===== config.mk =====
export PLATFORM = sky130hd
export DESIGN_NAME = hazard_ctrl
export DESIGN_NICKNAME = d
export VERILOG_FILES = /design/src/rtl/core_pkg.sv /design/src/rtl/hz_scoreboard.sv /design/src/rtl/hazard_ctrl.sv
export SDC_FILE = /design/constraint.sdc
export NUM_CORES = 1
export LEC_CHECK = 0
export ABC_AREA = 1
export CORE_MARGIN = 5
export CORE_UTILIZATION = 52
export CTS_CLUSTER_DIAMETER = 50
export DETAILED_ROUTE_END_ITERATION = 7
export PLACE_DENSITY = 0.86
export SLEW_MARGIN = 5
export SYNTH_ARGS = -nofsm -noshare
export SYNTH_HDL_FRONTEND = slang
export SYNTH_SLANG_ARGS = --single-unit

===== constraint.sdc =====
create_clock -name clk -period 2 [get_ports clk]
set_clock_uncertainty 0.2 [all_clocks]
set_input_delay 0.3 -clock clk [delete_from_list [all_inputs] [get_ports clk]]
set_output_delay 0.3 -clock clk [all_outputs]
set_load 0.01 [all_outputs]

===== src/rtl/core_pkg.sv =====
// Shared types for the RV32 core pipeline control: hazard FSM encodings,
// scoreboard entry layout and the ID/EX bubble constant.
package core_pkg;

    typedef enum logic [1:0] {
        HZ_RUN    = 2'd0,
        HZ_STALL  = 2'd1,
        HZ_FREEZE = 2'd2
    } hz_state_e;

    typedef struct packed {
        logic       v;
        logic [4:0] rd;
    } sb_entry_t;

    localparam int        SB_DEPTH    = 3;
    localparam logic [8:0] CTRL_EX_NOP = 9'd0;
    localparam sb_entry_t SB_EMPTY    = '{v: 1'b0, rd: 5'd0};

    // x0 is hardwired zero, so it can never be a real dependency.
    function automatic logic entry_hit(sb_entry_t e, logic [4:0] r);
        return e.v && (e.rd == r) && (r != 5'd0);
    endfunction

endpackage


===== src/rtl/hz_scoreboard.sv =====
// Destination-register scoreboard for in-flight EX/MEM/WB instructions,
// with per-entry match comparators for both ID source operands.
module hz_scoreboard
    import core_pkg::*;
#(
    parameter bit WB_BYPASS = 1'b0
) (
    input  logic       clk,
    input  logic       reset_n,
    input  logic       shift_i,
    input  sb_entry_t  ins_i,
    input  logic [4:0] rs1_i,
    input  logic [4:0] rs2_i,
    output logic       rs1_hit_o,
    output logic       rs2_hit_o
);

    // A write-before-read register file makes the WB entry already visible.
    localparam logic [SB_DEPTH-1:0] MATCH_MASK =
        WB_BYPASS ? {1'b0, {(SB_DEPTH-1){1'b1}}} : {SB_DEPTH{1'b1}};

    sb_entry_t [SB_DEPTH-1:0] pend_q;
    logic      [SB_DEPTH-1:0] hit1, hit2;

    always_ff @(posedge clk or negedge reset_n) begin
        if (!reset_n) begin
            pend_q <= {SB_DEPTH{SB_EMPTY}};
        end else if (shift_i) begin
            pend_q <= {pend_q[SB_DEPTH-2:0], ins_i};
        end
    end

    for (genvar i = 0; i < SB_DEPTH; i++) begin : g_cmp
        assign hit1[i] = entry_hit(pend_q[i], rs1_i) & MATCH_MASK[i];
        assign hit2[i] = entry_hit(pend_q[i], rs2_i) & MATCH_MASK[i];
    end

    assign rs1_hit_o = |hit1;
    assign rs2_hit_o = |hit2;

endmodule


===== src/rtl/hazard_ctrl.sv =====
// RAW interlock and pipeline sequencing for the 5-stage core: classifies each
// cycle as RUN/STALL/FREEZE and decodes PC/IF-ID/ID-EX controls from it.
module hazard_ctrl
    import core_pkg::*;
#(
    parameter bit WB_BYPASS = 1'b0,
    parameter int CNT_W     = 16
) (
    input  logic             clk,
    input  logic             reset_n,
    input  logic             id_valid,
    input  logic [4:0]       id_rs1,
    input  logic [4:0]       id_rs2,
    input  logic             id_rs1_used,
    input  logic             id_rs2_used,
    input  logic [4:0]       id_rd,
    input  logic             id_reg_write,
    input  logic             id_jump,
    input  logic             mem_busy,
    output logic             pc_en,
    output logic             ifid_en,
    output logic             ifid_flush,
    output logic             idex_bubble,
    output logic [1:0]       hz_state,
    output logic [CNT_W-1:0] stall_cnt
);

    hz_state_e        state_q, state_d, cls;
    logic             rs1_hit, rs2_hit, raw;
    sb_entry_t        sb_ins;
    logic [CNT_W-1:0] cnt_q, cnt_d;

    hz_scoreboard #(.WB_BYPASS(WB_BYPASS)) u_sb (
        .clk       (clk),
        .reset_n   (reset_n),
        .shift_i   (cls != HZ_FREEZE),
        .ins_i     (sb_ins),
        .rs1_i     (id_rs1),
        .rs2_i     (id_rs2),
        .rs1_hit_o (rs1_hit),
        .rs2_hit_o (rs2_hit)
    );

    assign raw = id_valid & ((id_rs1_used & rs1_hit) | (id_rs2_used & rs2_hit));

    // Memory wait outranks the interlock so a frozen stall keeps its place.
    always_comb begin
        if (mem_busy)  cls = HZ_FREEZE;
        else if (raw)  cls = HZ_STALL;
        else           cls = HZ_RUN;
        state_d = cls;
    end

    always_ff @(posedge clk or negedge reset_n) begin
        if (!reset_n) state_q <= HZ_RUN;
        else          state_q <= state_d;
    end

    always_comb begin
        pc_en       = 1'b0;
        ifid_en     = 1'b0;
        ifid_flush  = 1'b0;
        idex_bubble = 1'b0;
        case (cls)
            HZ_RUN: begin
                pc_en      = 1'b1;
                ifid_en    = 1'b1;
                ifid_flush = id_jump & id_valid;
            end
            HZ_STALL: idex_bubble = 1'b1;
            default: ;
        endcase
    end

    // A stalled ID issues a bubble, so nothing real enters EX that cycle.
    always_comb begin
        sb_ins = SB_EMPTY;
        if (cls == HZ_RUN) begin
            sb_ins.v  = id_valid & id_reg_write & (id_rd != 5'd0);
            sb_ins.rd = id_rd;
        end
    end

    always_comb begin
        cnt_d = cnt_q;
        if (cls == HZ_STALL && cnt_q != {CNT_W{1'b1}})
            cnt_d = cnt_q + {{(CNT_W-1){1'b0}}, 1'b1};
    end

    always_ff @(posedge clk or negedge reset_n) begin
        if (!reset_n) cnt_q <= '0;
        else          cnt_q <= cnt_d;
    end

    assign hz_state  = state_q;
    assign stall_cnt = cnt_q;

endmodule


==> summary.md, run 1 <==
| Metric | Value |
|---|---|
| Layout cells sized above 1 | 20.1% |
| Fmax | 458 MHz |
| DR iter-0 viols | 216 |
| Clock root cell | clkbuf_8 |
| Worst r2r src | u_sb.pend_q[7] |
| Pins over their slew limit | 0 |
| Unique masters post-synth | 27 |
| GR Util All Layers | 23.2% |
| Post-synthesis sequential area ratio | 40.0% |
| Area after DPL | 2890 sq um |
| Multiplexer area fraction after synthesis | 0% |
| Final setup fails | 19 |
| Post-Syn Instances | 337 |
| Final worst setup slack | -0.186 ns |
| CTS tree | yes |
| Pre-CTS WS | -0.744 ns |
| Main area contributors after synthesis | dfrtp_1 40%, nand2_1 26%, nor2_1 5.0% |
| Violated checks | setup timing |
| FF+latch count, synth | 36 |
| Num CTS Buffers | 5 |
| Post-synthesis compound-gate area fraction | 6.05% |
| RSZ-0062 raised after global routing | yes |
| Ports | 45 |
| Vias in the first global route | 2292 |
| Final period utilization | 109% |
| Max-Cap Viols | 0 |
| Clock buffer depth | 2 |
| Power Dens Cells | 587 nW/um^2 |
| First-pass GRT wire length | 9940 microns |
| Worst Path Arrival | 1.69 ns |
| GR Overflow Total | 0 |
| Antenna-violating nets left | 0 |
| Critical path required time | 1.50 ns |
| Ant diodes | 0 |
| Via density | 5.07 |
| Largest net degree at the start of global routing | 37 |
| Critical path fanouts, max | 4 |
| Main combinational cell family by area after synthesis | simple AND/OR/NAND/NOR gates |
| Syn nets | 361 |
| Synth Area in Adders | 0.555% |
| First drt pass iteration count | 4 |
| Drt drc | 0 |
| Worst-Skew Late Latency | 0.29 ns |
| Via Count | 2359 |
| Hold-fix buffers, CTS | 0 |
| IO buf count | 44 |
| Worst IR Drop VDD | 0.570 mV |
| Post-Synth XOR/XNOR Area | 5.05% |
| Top cell type's share of synthesized area | 40.0% |
| Crit Path Class | reg -> out |
| Routed wire length per instance | 13.3 microns |
| Fin. Hold Viols | 0 |
| Cell Area, Synth | 2250 sq um |
| CP endpoint kind | primary output |
| Leakage | 1.62 nW |
| Setup TNS Final | -3.07 ns |
| Finished Cell Area | 3100 sq um |
| Initial antenna violation count | 0 |
| Routed WL | 6200 microns |
| Simple-Gate Fraction of Synth Area | 40.0% |
| Worst slew pin tran | 0.470 ns |
| # nets final | 437 |
| YS warnings | 0 |
| Run status | complete, but fails checks |
| Worst slew margin | 68.7% |
| Reg clk slew, reported paths | 0.07 ns |
| Hpwl dp | 4520 microns |
| Htree depth | 2 |
| Yosys top cell by area | dfrtp_1 |
| Tmin final | 2.19 ns |
| Core Util, Final | 72.7% |
| TritonCTS Sinks | 36 |
| Num rows | 24 |
| Startpoint class of the critical path | register |
| Starting Density | 52.8% |
| HP Class | in -> async |
| Chip height | 75.8 microns |
| Area Overhead vs Synth | 37.5% |
| GP Congestion | 0.897 |
| Filler cells | 335 |
| Die area | 5750 sq um |
| Core ar. | 4260 sq um |
| Die width | 75.8 microns |
| Mean Syn Cell Area | 6.69 sq um |
| Critical path origin | u_sb.pend_q[7] |
[final cells by class]
cell class                 instances  area [sq um]  area share (%)
clock buffer                       7          96.3            3.11
inverter                          40           150            4.85
multi-input combinational        255          1200            38.7
sequential                        36           905            29.2
tap                               52          65.1            2.10
timing repair buffer              75           683            22.1
[worst max-delay path, stage by stage (launching register included)]
cell	delay (ns)
dfrtp_1	0.40
inv_2	0.06
nand2_1	0.06
nand2_1	0.06
nor2_2	0.13
nand3_1	0.09
nand3_1	0.07
nand2_1	0.07
nand2_2	0.13
nand2_2	0.06
nand2_2	0.09
nor2_1	0.04
buf_2	0.13
[registers in the layout, indices dropped and copies added, names as in the netlist]
| register | flops |
|---|---|
| u_sb.pend_q | 18 |
| stall_cnt | 16 |
| hz_state | 2 |
[path summary, 6_finish.rpt]
path / endpoint / slack (ns) / depth (start not counted)
min reg2reg: u_sb.pend_q[15] / 0.35 / 2
max: ifid_flush / -0.19 / 12
min: u_sb.pend_q[12] / 0.23 / 2
max reg2reg: stall_cnt[13] / -0.18 / 16
max in group asynchronous: u_sb.pend_q[15] / 1.01 / 2
min in group clk: u_sb.pend_q[15] / 0.35 / 2
[repair_timing]
action,CTS,global route
setup endpoints to repair,19,20
resized for setup,39,13
setup buffers,5,4
pin swaps,7,7
gates cloned,1,0
[power by group]
part | switching (mW) | internal (mW)
sequential | 0.0642 | 0.785
clock | 0.260 | 0.307
combinational | 0.213 | 0.188
[kinds of logic (layout without fill, tap and decap cells)]
logic type | count (synthesis) | count (layout)
AO/OA/AOI/OAI | 25 | 25
XOR/XNOR | 13 | 13
adder cells (fa/ha/maj) | 1 | 1
buffers and inverters | 46 | 122
flip-flops | 36 | 36
AND/OR/NAND/NOR | 216 | 216
[stage by stage]
stage | power (mW) | instances | hold slack (ns)
6_report | 1.82 | 465 | 0.230
5_1_grt | 1.92 | 465 | 0.265
4_1_cts | 1.81 | 461 | 0.239
3_5_place_dp | 1.23 | 448 | 0.333
3_3_place_gp | 1.23 | 448 | 0.316
2_1_floorplan | 1.04 | 337 | -0.196
[cell usage after synthesis]
cell	number
nor3_1	1
nor2_2	2
nand4_1	4
xor2_1	7
o21ai_0	15
o21ai_1	2
ha_1	1
nand2_1	157
nand3_1	12
nand2_2	1
dfrtp_1	36
nor2_4	2
buf_4	2
inv_2	13
nor4_1	1
clkbuf_1	3
o22ai_1	6
nor3_2	2
nand3_2	3
o311ai_0	1
clkinv_1	1
xnor2_1	6
nor2_1	30
a21oi_1	1
nand4_2	1
inv_1	26
buf_6	1
[cells in the final DEF (no fill, tap or decap), types with 3 or more instances in the layout]
cell type and n:
nand2_1 154, dfrtp_1 33, clkdlybuf4s50_1 30, buf_4 27
nor2_1 26, inv_2 20, inv_1 19, o21ai_0 15
nand3_1 12, dlygate4sd2_1 10, xor2_1 7, clkbuf_8 7
nor2_2 6, o22ai_1 6, xnor2_1 6, buf_6 6
nand2_2 4, nand4_1 4, dfrtp_2 3
[metal layers]
layer | routed length [microns] | part of all wire [%] | vias up | track usage [%]
met5 | 0 | 0 | - | 0
met4 | 100 | 1.6 | 0 | 7.18
met3 | 350 | 5.6 | 12 | 5.94
met2 | 3330 | 54 | 71 | 43.3
met1 | 2420 | 39 | 1086 | 25.6
li1 | - | - | 1190 | -
Power figures use the tool's default switching activity.
==> run 2, diff against run 1 <==
- CORE_UTILIZATION: 52 -> 45
- PLACE_DENSITY: 0.86 -> 0.77
==> summary.md, run 2 (synthesis gave the netlist of run 1 again) <==
| Metric | Value |
|---|---|
| Run status | complete, but fails checks |
| Violated checks | setup timing |
| Crit path to | ifid_flush |
| Clock root cell | clkbuf_8 |
| Worst slew pin tran | 0.437 ns (-0.0330 ns) |
| Slowest stage cell, crit path | dfrtp_1 |
| Most frequent cells in the layout | 137 x nand2_1, 33 x dfrtp_1, 29 x clkdlybuf4s50_1 |
| DR iter-0 viols | 67 (-69%) |
| Layout cells sized above 1 | 22.9% (+2.8 points) |
| Leakage | 1.65 nW (+2.1%) |
| Net Sw Power | 536 uW (-0.15%) |
| Via Count | 2257 (-4.3%) |
| R2R setup slack | 0.07 ns (+0.25 ns) |
| Clock buffer depth | 2 (unchanged) |
| Chip height | 80.8 microns (+6.5%) |
| Vias in the first global route | 2196 (-4.2%) |
| Fin. Hold Viols | 0 (unchanged) |
| Worst slew margin | 70.9% (+2.2 points) |
| Pre-CTS WS | -0.693 ns (+0.0502 ns) |
| Finished Cell Area | 3120 sq um (+0.81%) |
| FF-to-FF End | stall_cnt[7] |
| # nets final | 433 (-0.92%) |
| Most flops, register | u_sb.pend_q |
| RSZ-0062 raised after global routing | yes |
| Num rows | 25 (+4.2%) |
| Internal power | 1.34 mW (+5.0%) |
| Routed wire length per instance | 12.6 microns (-5.8%) |
| Routed WL | 5990 microns (-3.4%) |
| Worst r2r src | u_sb.pend_q[6] |
| Power Dens Cells | 602 nW/um^2 (+2.7%) |
| Hpwl dp | 4620 microns (+2.1%) |
| Filler cells | 449 (+34%) |
| GP Congestion | 0.962 (+7.2%) |
| GR Util All Layers | 19.9% (-3.4 points) |
| Comb pwr share | 21.2% (-0.9 points) |
| Final period utilization | 107% (-1.9 points) |
| Htree depth | 2 (unchanged) |
| First drt pass iteration count | 4 (unchanged) |
| CP peak stage delay | 0.42 ns (+0.02 ns) |
| Drt drc | 0 (unchanged) |
| CTS tree | yes |
| Core ar. | 4790 sq um (+12%) |
| Largest register FFs | 18 (unchanged) |
| GR Overflow Total | 0 (unchanged) |
| Area after DPL | 2910 sq um (+0.74%) |
| Clock Power Share | 33.5% (+2.3 points) |
| IO buf count | 44 (unchanged) |
| Startpoint class of the critical path | register |
| Fmax | 466 MHz (+1.8%) |
| Commonest non-fill, non-tap cell in the layout | nand2_1 |
| Area Overhead vs Synth | 38.6% |
| Num CTS Buffers | 5 (unchanged) |
| Sw frac | 28.5% (-1.0 points) |
| CP endpoint kind | primary output |
| Critical path fanouts, max | 4 (unchanged) |
| Final worst setup slack | -0.148 ns (+0.0377 ns) |
| Final setup fails | 4 (-15) |
| Starting Density | 47.1% (-5.8 points) |
| Path depth of the worst reg2reg path | 14 (-2) |
| Worst-Skew Late Latency | 0.29 ns (about the same) |
| Ant diodes | 0 (unchanged) |
| Tmin final | 2.15 ns (-0.0377 ns) |
| Max-Cap Viols | 0 (unchanged) |
| Ports | 45 (unchanged) |
| Via density | 4.73 (-6.7%) |
| Antenna-violating nets left | 0 (unchanged) |
| Sequential group share of total power | 45.3% (-1.4 points) |
| Worst Path Arrival | 1.65 ns (-0.04 ns) |
| HP Class | in -> async |
| Critical path required time | 1.50 ns (about the same) |
| Initial antenna violation count | 0 (unchanged) |
| Critical path origin | u_sb.pend_q[4] |
| Reg clk slew, reported paths | 0.07 ns (about the same) |
| Die area | 6520 sq um (+13%) |
| Worst path cell trace | buf_4, nor2_1, nor2_1, nand3_1, nand3_1, nand2_1, nand2_2, nand2_2, nand2_2, nor2_1, buf_2 |
| Die width | 80.8 microns (+6.5%) |
| TritonCTS Sinks | 36 (unchanged) |
| Worst IR Drop VDD | 0.540 mV (-5.3%) |
| Setup TNS Final | -0.504 ns (+2.57 ns) |
| Largest net degree at the start of global routing | 25 (-32%) |
| Pins over their slew limit | 0 (unchanged) |
| Crit Path Class | reg -> out |
| First-pass GRT wire length | 10100 microns (+1.1%) |
run 2: changes by cell type in the layout (fill, tap and decap cells not counted), moves of 3 or more:
cell,previous run,this run
buf_4,27,22
buf_2,1,4
nand2_4,0,3
nand2_2,4,18
buf_6,6,3
nand2_1,154,137
run 2: how the worst min path moves through the flow:
stage / from / to / cells past startpoint
after global placement: reset_n / stall_cnt[12] / 1
final: reset_n / stall_cnt[12] / 2
after detailed placement: reset_n / stall_cnt[12] / 1
after CTS: reset_n / stall_cnt[10] / 2
after global routing: reset_n / u_sb.pend_q[8] / 2
after floorplan: reset_n / hz_state[0] / 0
run 2: cell type report:
class | count | area [sq um] | share of cell area [%]
clock buffers | 6 | 72.6 | 2.32
inverters | 40 | 150 | 4.81
repair buffers | 71 | 642 | 20.6
well taps | 67 | 83.8 | 2.68
multi-input cells | 255 | 1230 | 39.5
flip-flops and latches | 36 | 905 | 29.0
clock inverters | 2 | 35.0 | 1.12
run 2: critical path, delay by kind of cell, from the launching register on:
family	cells	cell delay, ns
buffers and inverters	2	0.28
flip-flops	1	0.42
AND/OR/NAND/NOR	9	0.66
run 2: power by group through the flow:
stage	clock network, mW	logic, mW	registers [mW]
after floorplan	0	0.189	0.850
after global placement	0	0.378	0.859
after detailed placement	0	0.381	0.861
after CTS	0.645	0.382	0.848
after global routing	0.680	0.457	0.863
final	0.631	0.399	0.852
run 2: per-stage QoR:
stage	total power, mW	std cells	hold slack, ns	util (%)
floorplan	1.04	337	-0.196	-
global placement	1.24	464	0.0576	60.9
detailed placement	1.24	464	0.0648	60.9
CTS	1.88	474	0.291	63.1
global route	2.00	477	0.324	65.3
finish	1.88	477	0.300	65.3
run 2: layer usage:
metal	wire length (microns)	vias up	track usage, %	part of all wire [%]
met2	3050	45	34.9	51
met5	0	-	0	0
met3	201	4	3.88	3.4
li1	-	1183	-	-
met1	2700	1025	25.1	45
met4	40	0	4.90	0.67
run 2: repair_timing:
action,4_1_cts,5_1_grt
hold buffers,1,0
endpoints found under the hold margin,17,0
setup endpoints to repair,19,19
gates resized for setup,33,35
setup buffers,1,3
pin swaps,3,12
